--- src/rtl/video_pkg.sv ---
// Shared timing defaults, pattern-mode encoding and pixel type for the
// 640x480 test-pattern source.
package video_pkg;

    localparam int H_ACTIVE_D = 640;
    localparam int H_FP_D     = 16;
    localparam int H_SYNC_D   = 96;
    localparam int H_BP_D     = 48;
    localparam int V_ACTIVE_D = 480;
    localparam int V_FP_D     = 10;
    localparam int V_SYNC_D   = 2;
    localparam int V_BP_D     = 33;
    localparam int H_TOTAL_D  = H_ACTIVE_D + H_FP_D + H_SYNC_D + H_BP_D;
    localparam int V_TOTAL_D  = V_ACTIVE_D + V_FP_D + V_SYNC_D + V_BP_D;

    // Counter width; covers totals up to 4095 in either direction.
    localparam int CNT_W = 12;

    typedef enum logic [1:0] {
        PAT_BARS  = 2'd0,
        PAT_RAMP  = 2'd1,
        PAT_CHECK = 2'd2,
        PAT_SOLID = 2'd3
    } pat_mode_e;

    typedef struct packed {
        logic [7:0] r;
        logic [7:0] g;
        logic [7:0] b;
    } rgb888_t;

    // Colour-bar index 0..7 for column h, bars of width bar_w.
    // Threshold compares instead of a divider.
    function automatic logic [2:0] bar_index(input logic [CNT_W-1:0] h,
                                             input logic [CNT_W-1:0] bar_w);
        logic [2:0] idx;
        idx = 3'd0;
        for (int i = 1; i < 8; i++) begin
            if (h >= CNT_W'(i) * bar_w) idx = 3'(i);
        end
        return idx;
    endfunction

endpackage

--- src/rtl/video_timing_gen.sv ---
// Raster counters and combinational de/hsync/vsync/frame-boundary decode.
// The first enabled cycle only arms the generator, so (0,0) is decoded
// one cycle after en rises.
module video_timing_gen
    import video_pkg::*;
#(
    parameter int H_ACTIVE = H_ACTIVE_D,
    parameter int H_FP     = H_FP_D,
    parameter int H_SYNC   = H_SYNC_D,
    parameter int H_BP     = H_BP_D,
    parameter int V_ACTIVE = V_ACTIVE_D,
    parameter int V_FP     = V_FP_D,
    parameter int V_SYNC   = V_SYNC_D,
    parameter int V_BP     = V_BP_D
) (
    input  logic             i_clk,
    input  logic             i_rst,
    input  logic             i_en,
    output logic [CNT_W-1:0] o_h,
    output logic             o_v_tile,
    output logic             o_de,
    output logic             o_hsync_n,
    output logic             o_vsync_n,
    output logic             o_frame_first,
    output logic             o_frame_last
);

    localparam int H_TOTAL = H_ACTIVE + H_FP + H_SYNC + H_BP;
    localparam int V_TOTAL = V_ACTIVE + V_FP + V_SYNC + V_BP;

    localparam logic [CNT_W-1:0] L_H_ACT  = CNT_W'(H_ACTIVE);
    localparam logic [CNT_W-1:0] L_H_HS0  = CNT_W'(H_ACTIVE + H_FP);
    localparam logic [CNT_W-1:0] L_H_HS1  = CNT_W'(H_ACTIVE + H_FP + H_SYNC);
    localparam logic [CNT_W-1:0] L_H_LAST = CNT_W'(H_TOTAL - 1);
    localparam logic [CNT_W-1:0] L_V_ACT  = CNT_W'(V_ACTIVE);
    localparam logic [CNT_W-1:0] L_V_VS0  = CNT_W'(V_ACTIVE + V_FP);
    localparam logic [CNT_W-1:0] L_V_VS1  = CNT_W'(V_ACTIVE + V_FP + V_SYNC);
    localparam logic [CNT_W-1:0] L_V_LAST = CNT_W'(V_TOTAL - 1);

    logic [CNT_W-1:0] r_h;
    logic [CNT_W-1:0] r_v;
    logic             r_run;
    logic             w_active;
    logic             w_h_wrap;

    assign w_active = r_run & i_en;
    assign w_h_wrap = (r_h == L_H_LAST);

    // Raster position: parked at (0,0) while disabled, advances once armed.
    always_ff @(posedge i_clk or posedge i_rst) begin
        if (i_rst) begin
            r_h   <= '0;
            r_v   <= '0;
            r_run <= 1'b0;
        end else if (!i_en) begin
            r_h   <= '0;
            r_v   <= '0;
            r_run <= 1'b0;
        end else if (!r_run) begin
            r_run <= 1'b1;
        end else if (w_h_wrap) begin
            r_h <= '0;
            r_v <= (r_v == L_V_LAST) ? '0 : r_v + 1'b1;
        end else begin
            r_h <= r_h + 1'b1;
        end
    end

    assign o_h           = r_h;
    assign o_v_tile      = r_v[5];
    assign o_de          = w_active && (r_h < L_H_ACT) && (r_v < L_V_ACT);
    assign o_hsync_n     = !(w_active && (r_h >= L_H_HS0) && (r_h < L_H_HS1));
    assign o_vsync_n     = !(w_active && (r_v >= L_V_VS0) && (r_v < L_V_VS1));
    assign o_frame_first = w_active && (r_h == '0) && (r_v == '0);
    assign o_frame_last  = w_active && w_h_wrap && (r_v == L_V_LAST);

endmodule

--- src/rtl/video_pattern_tx.sv ---
// Test-pattern video source: timing generator, per-frame mode latch,
// pattern mux and a single output register stage so RGB, DE and syncs
// leave the block mutually aligned.
module video_pattern_tx
    import video_pkg::*;
#(
    parameter int H_ACTIVE = H_ACTIVE_D,
    parameter int H_FP     = H_FP_D,
    parameter int H_SYNC   = H_SYNC_D,
    parameter int H_BP     = H_BP_D,
    parameter int V_ACTIVE = V_ACTIVE_D,
    parameter int V_FP     = V_FP_D,
    parameter int V_SYNC   = V_SYNC_D,
    parameter int V_BP     = V_BP_D
) (
    input  logic        clk,
    input  logic        rst,
    input  logic        en,
    input  logic [1:0]  mode,
    input  logic [23:0] solid_rgb,
    output logic [7:0]  red,
    output logic [7:0]  green,
    output logic [7:0]  blue,
    output logic        de,
    output logic        hsync,
    output logic        vsync,
    output logic        frame_start,
    output logic [15:0] frame_cnt
);

    localparam logic [CNT_W-1:0] L_BAR_W = CNT_W'(H_ACTIVE / 8);

    logic [CNT_W-1:0] w_h;
    logic             w_v_tile;
    logic             w_de;
    logic             w_hsync_n;
    logic             w_vsync_n;
    logic             w_first;
    logic             w_last;
    pat_mode_e        w_mode;
    rgb888_t          w_solid;
    rgb888_t          w_pix;
    logic [2:0]       w_bar;

    pat_mode_e        r_mode;
    rgb888_t          r_rgb;
    rgb888_t          r_pix;
    logic             r_de;
    logic             r_hsync;
    logic             r_vsync;
    logic             r_frame_start;
    logic [15:0]      r_frame_cnt;

    video_timing_gen #(
        .H_ACTIVE (H_ACTIVE),
        .H_FP     (H_FP),
        .H_SYNC   (H_SYNC),
        .H_BP     (H_BP),
        .V_ACTIVE (V_ACTIVE),
        .V_FP     (V_FP),
        .V_SYNC   (V_SYNC),
        .V_BP     (V_BP)
    ) u_timing (
        .i_clk         (clk),
        .i_rst         (rst),
        .i_en          (en),
        .o_h           (w_h),
        .o_v_tile      (w_v_tile),
        .o_de          (w_de),
        .o_hsync_n     (w_hsync_n),
        .o_vsync_n     (w_vsync_n),
        .o_frame_first (w_first),
        .o_frame_last  (w_last)
    );

    // Pixel (0,0) already uses the values being latched on that cycle.
    assign w_mode  = w_first ? pat_mode_e'(mode) : r_mode;
    assign w_solid = w_first ? rgb888_t'(solid_rgb) : r_rgb;
    assign w_bar   = bar_index(w_h, L_BAR_W);

    // Pattern selection; blanking forces black.
    always_comb begin
        w_pix = '0;
        if (w_de) begin
            case (w_mode)
                PAT_BARS:  w_pix = '{r: {8{w_bar[2]}}, g: {8{w_bar[1]}}, b: {8{w_bar[0]}}};
                PAT_RAMP:  w_pix = '{r: w_h[9:2], g: w_h[9:2], b: w_h[9:2]};
                PAT_CHECK: w_pix = {24{w_h[5] ^ w_v_tile}};
                default:   w_pix = w_solid;
            endcase
        end
    end

    // Capture mode and colour at the top of each frame.
    always_ff @(posedge clk or posedge rst) begin
        if (rst) begin
            r_mode <= PAT_BARS;
            r_rgb  <= '0;
        end else if (w_first) begin
            r_mode <= pat_mode_e'(mode);
            r_rgb  <= rgb888_t'(solid_rgb);
        end
    end

    // Output register stage and completed-frame counter.
    always_ff @(posedge clk or posedge rst) begin
        if (rst) begin
            r_pix         <= '0;
            r_de          <= 1'b0;
            r_hsync       <= 1'b1;
            r_vsync       <= 1'b1;
            r_frame_start <= 1'b0;
            r_frame_cnt   <= '0;
        end else begin
            r_pix         <= w_pix;
            r_de          <= w_de;
            r_hsync       <= w_hsync_n;
            r_vsync       <= w_vsync_n;
            r_frame_start <= w_first;
            if (w_last) r_frame_cnt <= r_frame_cnt + 16'd1;
        end
    end

    assign red         = r_pix.r;
    assign green       = r_pix.g;
    assign blue        = r_pix.b;
    assign de          = r_de;
    assign hsync       = r_hsync;
    assign vsync       = r_vsync;
    assign frame_start = r_frame_start;
    assign frame_cnt   = r_frame_cnt;

endmodule

--- config.mk ---
export PLATFORM = sky130hd
export DESIGN_NAME = video_pattern_tx
export DESIGN_NICKNAME = d
export VERILOG_FILES = /design/src/rtl/video_pkg.sv /design/src/rtl/video_timing_gen.sv /design/src/rtl/video_pattern_tx.sv
export SDC_FILE = /design/constraint.sdc
export NUM_CORES = 1
export LEC_CHECK = 0
export CAP_MARGIN = 20
export CELL_PAD_IN_SITES_DETAIL_PLACEMENT = 1
export CELL_PAD_IN_SITES_GLOBAL_PLACEMENT = 1
export CORE_ASPECT_RATIO = 0.8
export CORE_MARGIN = 2
export CORE_UTILIZATION = 41
export CTS_CLUSTER_DIAMETER = 120
export DETAILED_ROUTE_END_ITERATION = 16
export PLACE_DENSITY = 0.85
export SKIP_CTS_REPAIR_TIMING = 1
export SLEW_MARGIN = 10
export SYNTH_ARGS = -nofsm -noshare
export SYNTH_HDL_FRONTEND = slang
export SYNTH_SLANG_ARGS = --single-unit
--- constraint.sdc ---
create_clock -name clk -period 5.2 [get_ports clk]
set_input_delay 1.04 -clock clk [delete_from_list [all_inputs] [get_ports clk]]
set_output_delay 1.04 -clock clk [all_outputs]
set_load 0.02 [all_outputs]
# Word level (Yosys, flattened, before mapping)

Index checks and enable logic that the tools add are counted.

Bits in registers: 95
Word-level logic and storage cells: 74

Add/subtract/negate cells: 3
Order comparisons: 13
Equality and inequality tests: 6
Multiplexer cells: 19
Bitwise operators: 2
Reductions and logical operators: 16

Operator list:

| operator                | count |
|---|---|
| $mux W12                | 7 |
| $pmux W24 S3            | 1 |
| $ge A12 B9 Y1 const B   | 4 |
| $mux W24                | 2 |
| $add A12 B1 Y12 const B | 2 |
| $eq A12 B10 Y1 const B  | 2 |
| $ge A12 B10 Y1 const B  | 2 |
| $ge A12 B8 Y1 const B   | 2 |
| $logic_not A12 Y1       | 2 |
| $lt A12 B10 Y1 const B  | 2 |
| $lt A12 B9 Y1 const B   | 2 |
| $mux W3                 | 6 |
| $add A16 B1 Y16 const B | 1 |
| $ge A12 B7 Y1 const B   | 1 |
| $logic_and A1 B1 Y1     | 10 |
| $ne A2 B1 Y1 const B    | 2 |
| $eq A2 B1 Y1 const B    | 1 |
| $eq A2 B2 Y1 const B    | 1 |
| $logic_not A1 Y1        | 2 |
| $logic_not A2 Y1        | 1 |
| $mux W1                 | 2 |
| $mux W2                 | 1 |
| $reduce_and A2 Y1       | 1 |
| $and A1 B1 Y1           | 1 |
| $xor A1 B1 Y1           | 1 |

# Longest topological paths before layout

Depth in word-level cells: 10
Depth in mapped cells: 10
Mapped depth without buffers: 8

# Hierarchy

From an unflattened synthesis, not the netlist that was laid out.

Cell total of the unflattened synthesis: 422
Area, all modules: 4551.9 um2

Modules (own cells, without submodules):

| module           | times used | cells an instance | area an instance (um2) | seq. area each (um2) |
|---|---|---|---|---|
| video_pattern_tx | 1          | 237               | 2994.1                 | 1754.2 |
| video_timing_gen | 1          | 185               | 1557.7                 | 625.6 |

# Worst setup path after synthesis

No wires, ideal clock.

Path kind: input port to flip-flop
Start point: input port en
End point: register r_pix (netlist bit blue[3])
Setup time: 0.107 ns
Arrival: 2.579 ns
Required time: 5.093 ns
Path slack: 2.515 ns
Cell stages on the path: 6
Path buffers: 0
Cell sequence: and3b_1 -> nand4_2 -> nor2_4 -> mux2i_2 -> o221ai_4 -> a2111oi_4

RTL lines:

| item                 | line                    | text |
|---|---|---|
| start, declared      | video_pattern_tx.sv:18  | `input logic en,` |
| end signal, assigned | video_pattern_tx.sv:115 | `r_pix <= w_pix;` |
| end, declared        | video_pattern_tx.sv:47  | `rgb888_t r_pix;` |

==> impl_results.md <==
- Total number of vias: around 3800
- Final critical delay including setup and external delays: roughly 3600 ps
- Non-filler cells, final: roughly 670
- Maximum number of pins on one net before global-route repair: 55
- Maximum clock frequency: about 0.28 GHz
- Pwr/cell area: about 300 nW/um^2
- R2R Setup Slk: 2420 ps
- Sequential fraction of the synthesis area: about half
- Final total negative setup slack: 0 ps
- Antenna Cells: 0
- Number of routed nets with antenna violations: 0
- Nets: between 500 and 600
- End of the worst register-to-register path: blue[3]
- Yosys cell types: 62
- Total of buffers placed on input and output ports: a little over 70
- Leakage dissipation: about 2.6 nW
- Critical Path Source: en
- Highest ir drop seen on vdd: between 0.00015 and 0.0002 V
- Root buffer selected by CTS: clkbuf_16
- Instance count after placement with tap cells included: roughly 650
- Netlist area before placement: 4750 um^2
- Via density per instance: roughly 5.6
- Hold Path Sink: frame_cnt[15]
- Worst setup path class: in -> reg
- Cell with the most instances after synthesis: dfrtp_1
- Slew @ Worst Pin: approximately 1000 ps
- Smallest setup slack after layout: about 1600 ps
- Number of cells on the worst hold path: 1
- Startpoint class of the critical path: input pin
- Clock edge transition at the registers on the reported setup and hold paths: ~80 ps
- Overall die area: between 10000 and 15000 um^2
- Reg2Reg Depth: 7
- Cts bufs inserted: 9
- Gp weighted congestion: 0.884
- Class of the tightest hold or removal check: reg -> reg
- Placement-stage worst setup slack: 1310 ps
- Clock tree from TritonCTS: yes
- Routed wire length: between 10000 and 15000 um
- Die span in x: 124 um
- Relative slew margins: around a third
- Data arrival, critical path: about 3800 ps
- Core outline area: roughly 11000 um^2
- Worst clock skew: approximately 15 ps
- Primary FF master, synth: dfrtp_1
- Fin Hold WS: slightly below 500 ps
- RSZ-0062 raised after global routing: false
- Top-level port count: 73
- Wire per inst: a little under 20 um
- Die Span Y: between 100 and 150 um
- Congestion Overflow GR: 0
- Data required time of the critical path: 5440 ps
- Detailed router's first-iteration violation count: roughly 270
- Pins over their slew limit: 0
- Library cell occupying the most area in the post-synthesis netlist: dfrtp_1
- Synth top area share: between 40% and 50%
- Number of nets in the synthesized netlist: slightly below 500
- Maximum buffer depth of the clock tree: 2
- Max-cap violations: 0
- DRC violation count after routing: 0
- Yosys warns: 0
- Total of flip-flops plus latches after synthesis: 95
- Area added between synthesis and finish: 23.1%
- Gate count after technology mapping: approximately 450
- Global-route usage over all layers: roughly 22%
- Detail Placement HPWL: just over 9000 um
- Sequential standard cell area: roughly 2400 um^2
- Run status: finished clean
- Layout cell share with drive strength beyond 1: under 10%
- Most area-consuming cells after synthesis: dfrtp_1, nand2_1, mux2i_1
- Worst reg2reg path startpoint: u_timing.o_h[9]
- Wire length of the first global-routing pass: around 22000 um
- Endpoint type of the worst setup path: flop
- Highest net fanout along the worst path: 17
- Tcrit/Tclk final: approximately two thirds
- EDFF count, synth: 0
- Initial antenna violation count: 0
- Vias in the first global route: roughly 4200
- Length of the first detailed-routing pass in iterations: 4
- Standard-cell row count: 35
- Initial cell density of the core: slightly above 40%
- Final count of negative-setup-slack endpoints: 0
- Total area of multi-input combinational cells: 2140 um^2
- Clock latency on the worst-skew pair: 350 ps
- Most instantiated cells after synthesis: dfrtp_1, nand2_1, nor2_1, inv_1, o21ai_0
- Final hold violation count: 0
- H-tree depth reported by CTS: 3
- FILL cells: about 1200
- Launch point of the worst hold path: frame_cnt[15]
- Ys async rst share: 100%
- Number of sinks driven by the clock tree: 95
- Mean instance size in the synthesized netlist: between 10 and 15 um^2
area by class of cell:
class / instances / share of cell area [%]
Sequential cell: 95 / 40.7
Multi-Input combinational cell: 307 / 36.5
Timing Repair Buffer: 76 / 12.8
Clock buffer: 10 / 3.91
Tap cell: 148 / 3.17
Inverter: 25 / 1.63
Clock inverter: 6 / 1.26
worst max-delay path, cell delays in order:
cell and delay, ps:
clkdlybuf4s50_1 770, and3b_1 260, nand4_2 170, nor2_4 390, mux2i_2 270, buf_4 290
o221ai_4 210, a2111oi_4 390
how the worst max path moves through the flow:
stage / to / slack [ps] / cells past startpoint
floorplan: blue[0] / 1690 / 1
CTS: blue[3] / 1610 / 8
global route: blue[3] / 1490 / 8
detailed placement: blue[3] / 1310 / 8
global placement: red[6] / 1470 / 8
finish: blue[3] / 1640 / 8
metal layers:
metal  global-route usage, %  wire (um)  vias to the layer above
li1                        -          -                     1723
met1                    28.4       5860                     1915
met2                    36.1       6360                       84
met3                    4.48        470                       32
met4                    9.33        340                        0
met5                       0          0                        -
placed cells by master (no fill, tap or decap), drive strengths merged, types with 4 or more instances in the layout:
cell type / n
xnor2: 15
buf: 4
or3: 7
mux2i: 18
a221oi: 16
nor2b: 6
nand2b: 4
a31oi: 8
nor3: 10
nand2: 54
ha: 5
o21ai: 20
inv: 27
nand3: 13
clkbuf: 10
o311ai: 7
and3: 7
nor2: 29
clkdlybuf4s50: 72
nor4: 5
o31ai: 4
mux2: 9
dfrtp: 93
xor2: 13
nand4: 15
and2: 6
a21oi: 9
stage by stage:
step	util [%]	area, um^2	power [W]
after detailed placement	48.5	5550	0.00108
final	51.2	5850	0.00175
after floorplan	-	4750	0.000987
after global routing	51.2	5850	0.00182
after CTS	51.2	5850	0.00177
after global placement	48.5	5550	0.00106
power by group:
part | switching [W] | internal [W]
Sequential | 0.0000297 | 0.000796
Combinational | 0.000138 | 0.000101
Clock | 0.000308 | 0.000380
Total | 0.000476 | 0.00128
kinds of logic (layout without fill, tap and decap cells):
family / Yosys count / in the layout / synth area share [%]
simple gates: 171 / 171 / 19.7
flops: 95 / 95 / 50.1
compound gates: 74 / 74 / 12.0
buf+inv: 51 / 117 / 4.95
xor+xnor: 28 / 28 / 5.16
mux: 27 / 27 / 6.40
fa+ha+maj: 7 / 7 / 1.74
sequential cells by signal, summed over array words and instances, names as in the netlist:
signal / flops
u_timing.r_v: 12
de: 1
u_timing.o_h: 12
blue: 8
green: 8
hsync: 1
r_mode: 2
frame_cnt: 16
vsync: 1
u_timing.r_run: 1
red: 8
r_rgb: 24
frame_start: 1
No activity file was read; power rests on OpenSTA's default activity.
==> variant, RTL diff (config.mk and constraints unchanged) <==
Change the package constant `CNT_W` from 12 to 18.
--- a/src/rtl/video_pkg.sv
+++ b/src/rtl/video_pkg.sv
@@ -14,7 +14,7 @@
     localparam int V_TOTAL_D  = V_ACTIVE_D + V_FP_D + V_SYNC_D + V_BP_D;
 
     // Counter width; covers totals up to 4095 in either direction.
-    localparam int CNT_W = 12;
+    localparam int CNT_W = 18;
 
     typedef enum logic [1:0] {
         PAT_BARS  = 2'd0,
Check against the original RTL: no difference found for any inputs over 10 cycles, from zero or initial values and one cycle with rst high; that may be too few to reach the edited logic, so the function may still have changed.
==> variant against the unedited design <==
Area after synthesis increased by 13%. First-iteration DRC count up 17%. Power up 4.6%. Sequential power rose by 12%. Clock power is 2% lower. Highest routed layer unchanged. Cell count increased by 23%. Routed wire length increased by 20%. Largest power group unchanged. Via count grew 25%. Setup slack worse by 0.17 ns. Combinational power is 3% lower. Cell area increased by 11%. Die area is 12% higher. Sequential cell count rose by 12.
==> variant: results (changes against the unedited design) <==
routed wl met2=7650 um (+20%); core area=0.0128 mm2 (+12%); R2R setup slack=1.62 ns (-0.80 ns); Layout fillers=1491 (+21%); top cells by count, synth=127 x nand2_1, 105 x dfrtp_1, 40 x nor2_1; GP Congestion=0.828 (-6.3%); Synth Area in Compound Gates=0.117 (-0.00244); post-synthesis xor/xnor area fraction=0.0571 (+0.00554); vias in the first global route=5033 (+21%); share of synthesized area spent on multiplexers=0.00583 (-0.0581); Seq/Total Area, Yosys=0.500 (-0.00114); drt total wl=15700 um (+20%); Leak=2.80 nW (+9.0%); layout cells sized above 1=0.0633 (-0.0311); M1 wire length=7090 um (+21%); critical register-to-register path startpoint=u_timing.r_v[0]$_DFFE_PP0P_; wire length per cell=19.1 um (-2.4%); Net Count, Synth=622 (+28%); 1st-iter DRT viols=317 (+17%); post-synthesis adder-cell area fraction=0.0135 (-0.00385); Cells after DPL=806 (+24%); clock skew=0.0161 ns (+0.00121 ns); DP HPWL=11000 um (+22%); # nets final=677 (+24%); status=finished, final reports clean; GRT Util Overall=0.230 (+0.0109); Synth area leaders=dfrtp_1 49%, nand2_1 8.9%, nor3_1 3.6%; largest net degree at the start of global routing=79 (+44%); synthesized instance count=588 (+30%); max-slew headroom at the worst pin=0.256 (-0.0957)
variant: cell count changes in the layout (fill, tap and decap cells not counted), sizes merged, moves of 7 or more:
cell,change
mux2i,-16
nor3,+31
dfrtp,+12
inv,-10
nand2,+75
and3,+7
nor2,+11
a221oi,-16
mux2,-8
o311ai,-7
a2111oi,+15
a211oi,+10
nand3,+11
variant: cell families after synthesis:
group / count (synthesis)
flops: 107
mux: 3
buf+inv: 46
xor+xnor: 35
compound gates: 89
simple gates: 302
fa+ha+maj: 6
variant: area by class of cell:
cell class              count  area [um2]  area share
flip-flops and latches    107        2680       0.412
multi-input cells         435        2500       0.384
repair buffers             78         771       0.118
clock buffers               9         225      0.0346
well taps                 175         219      0.0336
clock inverters             7        66.3      0.0102
inverters                  12        47.5     0.00731
variant: power by group:
part | total [mW] | switching [mW] | internal (mW)
clock network | 0.675 | 0.336 | 0.339
registers | 0.927 | 0.0420 | 0.885
logic | 0.233 | 0.150 | 0.0836
total | 1.83 | 0.527 | 1.31
variant: how the worst min path moves through the flow:
| stage | slack, ns | endpoint | from |
|---|---|---|---|
| floorplan | 0.44 | r_rgb[0]$_DFF_PP0_ | r_rgb[0]$_DFF_PP0_ |
| finish | 0.48 | frame_cnt[15]$_DFFE_PP0P_ | frame_cnt[15]$_DFFE_PP0P_ |
| detailed placement | 0.46 | frame_cnt[15]$_DFFE_PP0P_ | frame_cnt[15]$_DFFE_PP0P_ |
| global route | 0.50 | r_rgb[4]$_DFF_PP0_ | r_rgb[4]$_DFF_PP0_ |
| global placement | 0.45 | r_rgb[15]$_DFF_PP0_ | r_rgb[15]$_DFF_PP0_ |
| CTS | 0.47 | frame_cnt[15]$_DFFE_PP0P_ | frame_cnt[15]$_DFFE_PP0P_ |
variant: metal layers:
metal  track usage  vias to the layer above
li1              -                     2171
met2         0.392                      134
met5             0                        -
met1         0.302                     2379
met3        0.0491                       14
met4        0.0497                        0
variant: stage by stage:
stage               setup slack, ns  cell area, um2  power, mW
detailed placement             1.15            6210       1.17
CTS                            1.44            6500       1.85
global route                   1.29            6510       1.91
finish                         1.47            6510       1.83
floorplan                      1.35            5360       1.07
global placement               1.21            6200       1.16
variant: critical path, cell delays in order:
cell	delay, ns
clkdlybuf4s50_1	0.67
nand4_1	0.33
or4_1	0.94
buf_8	0.30
nor3_2	0.10
o32ai_1	0.11
buf_2	0.21
a211oi_1	0.27
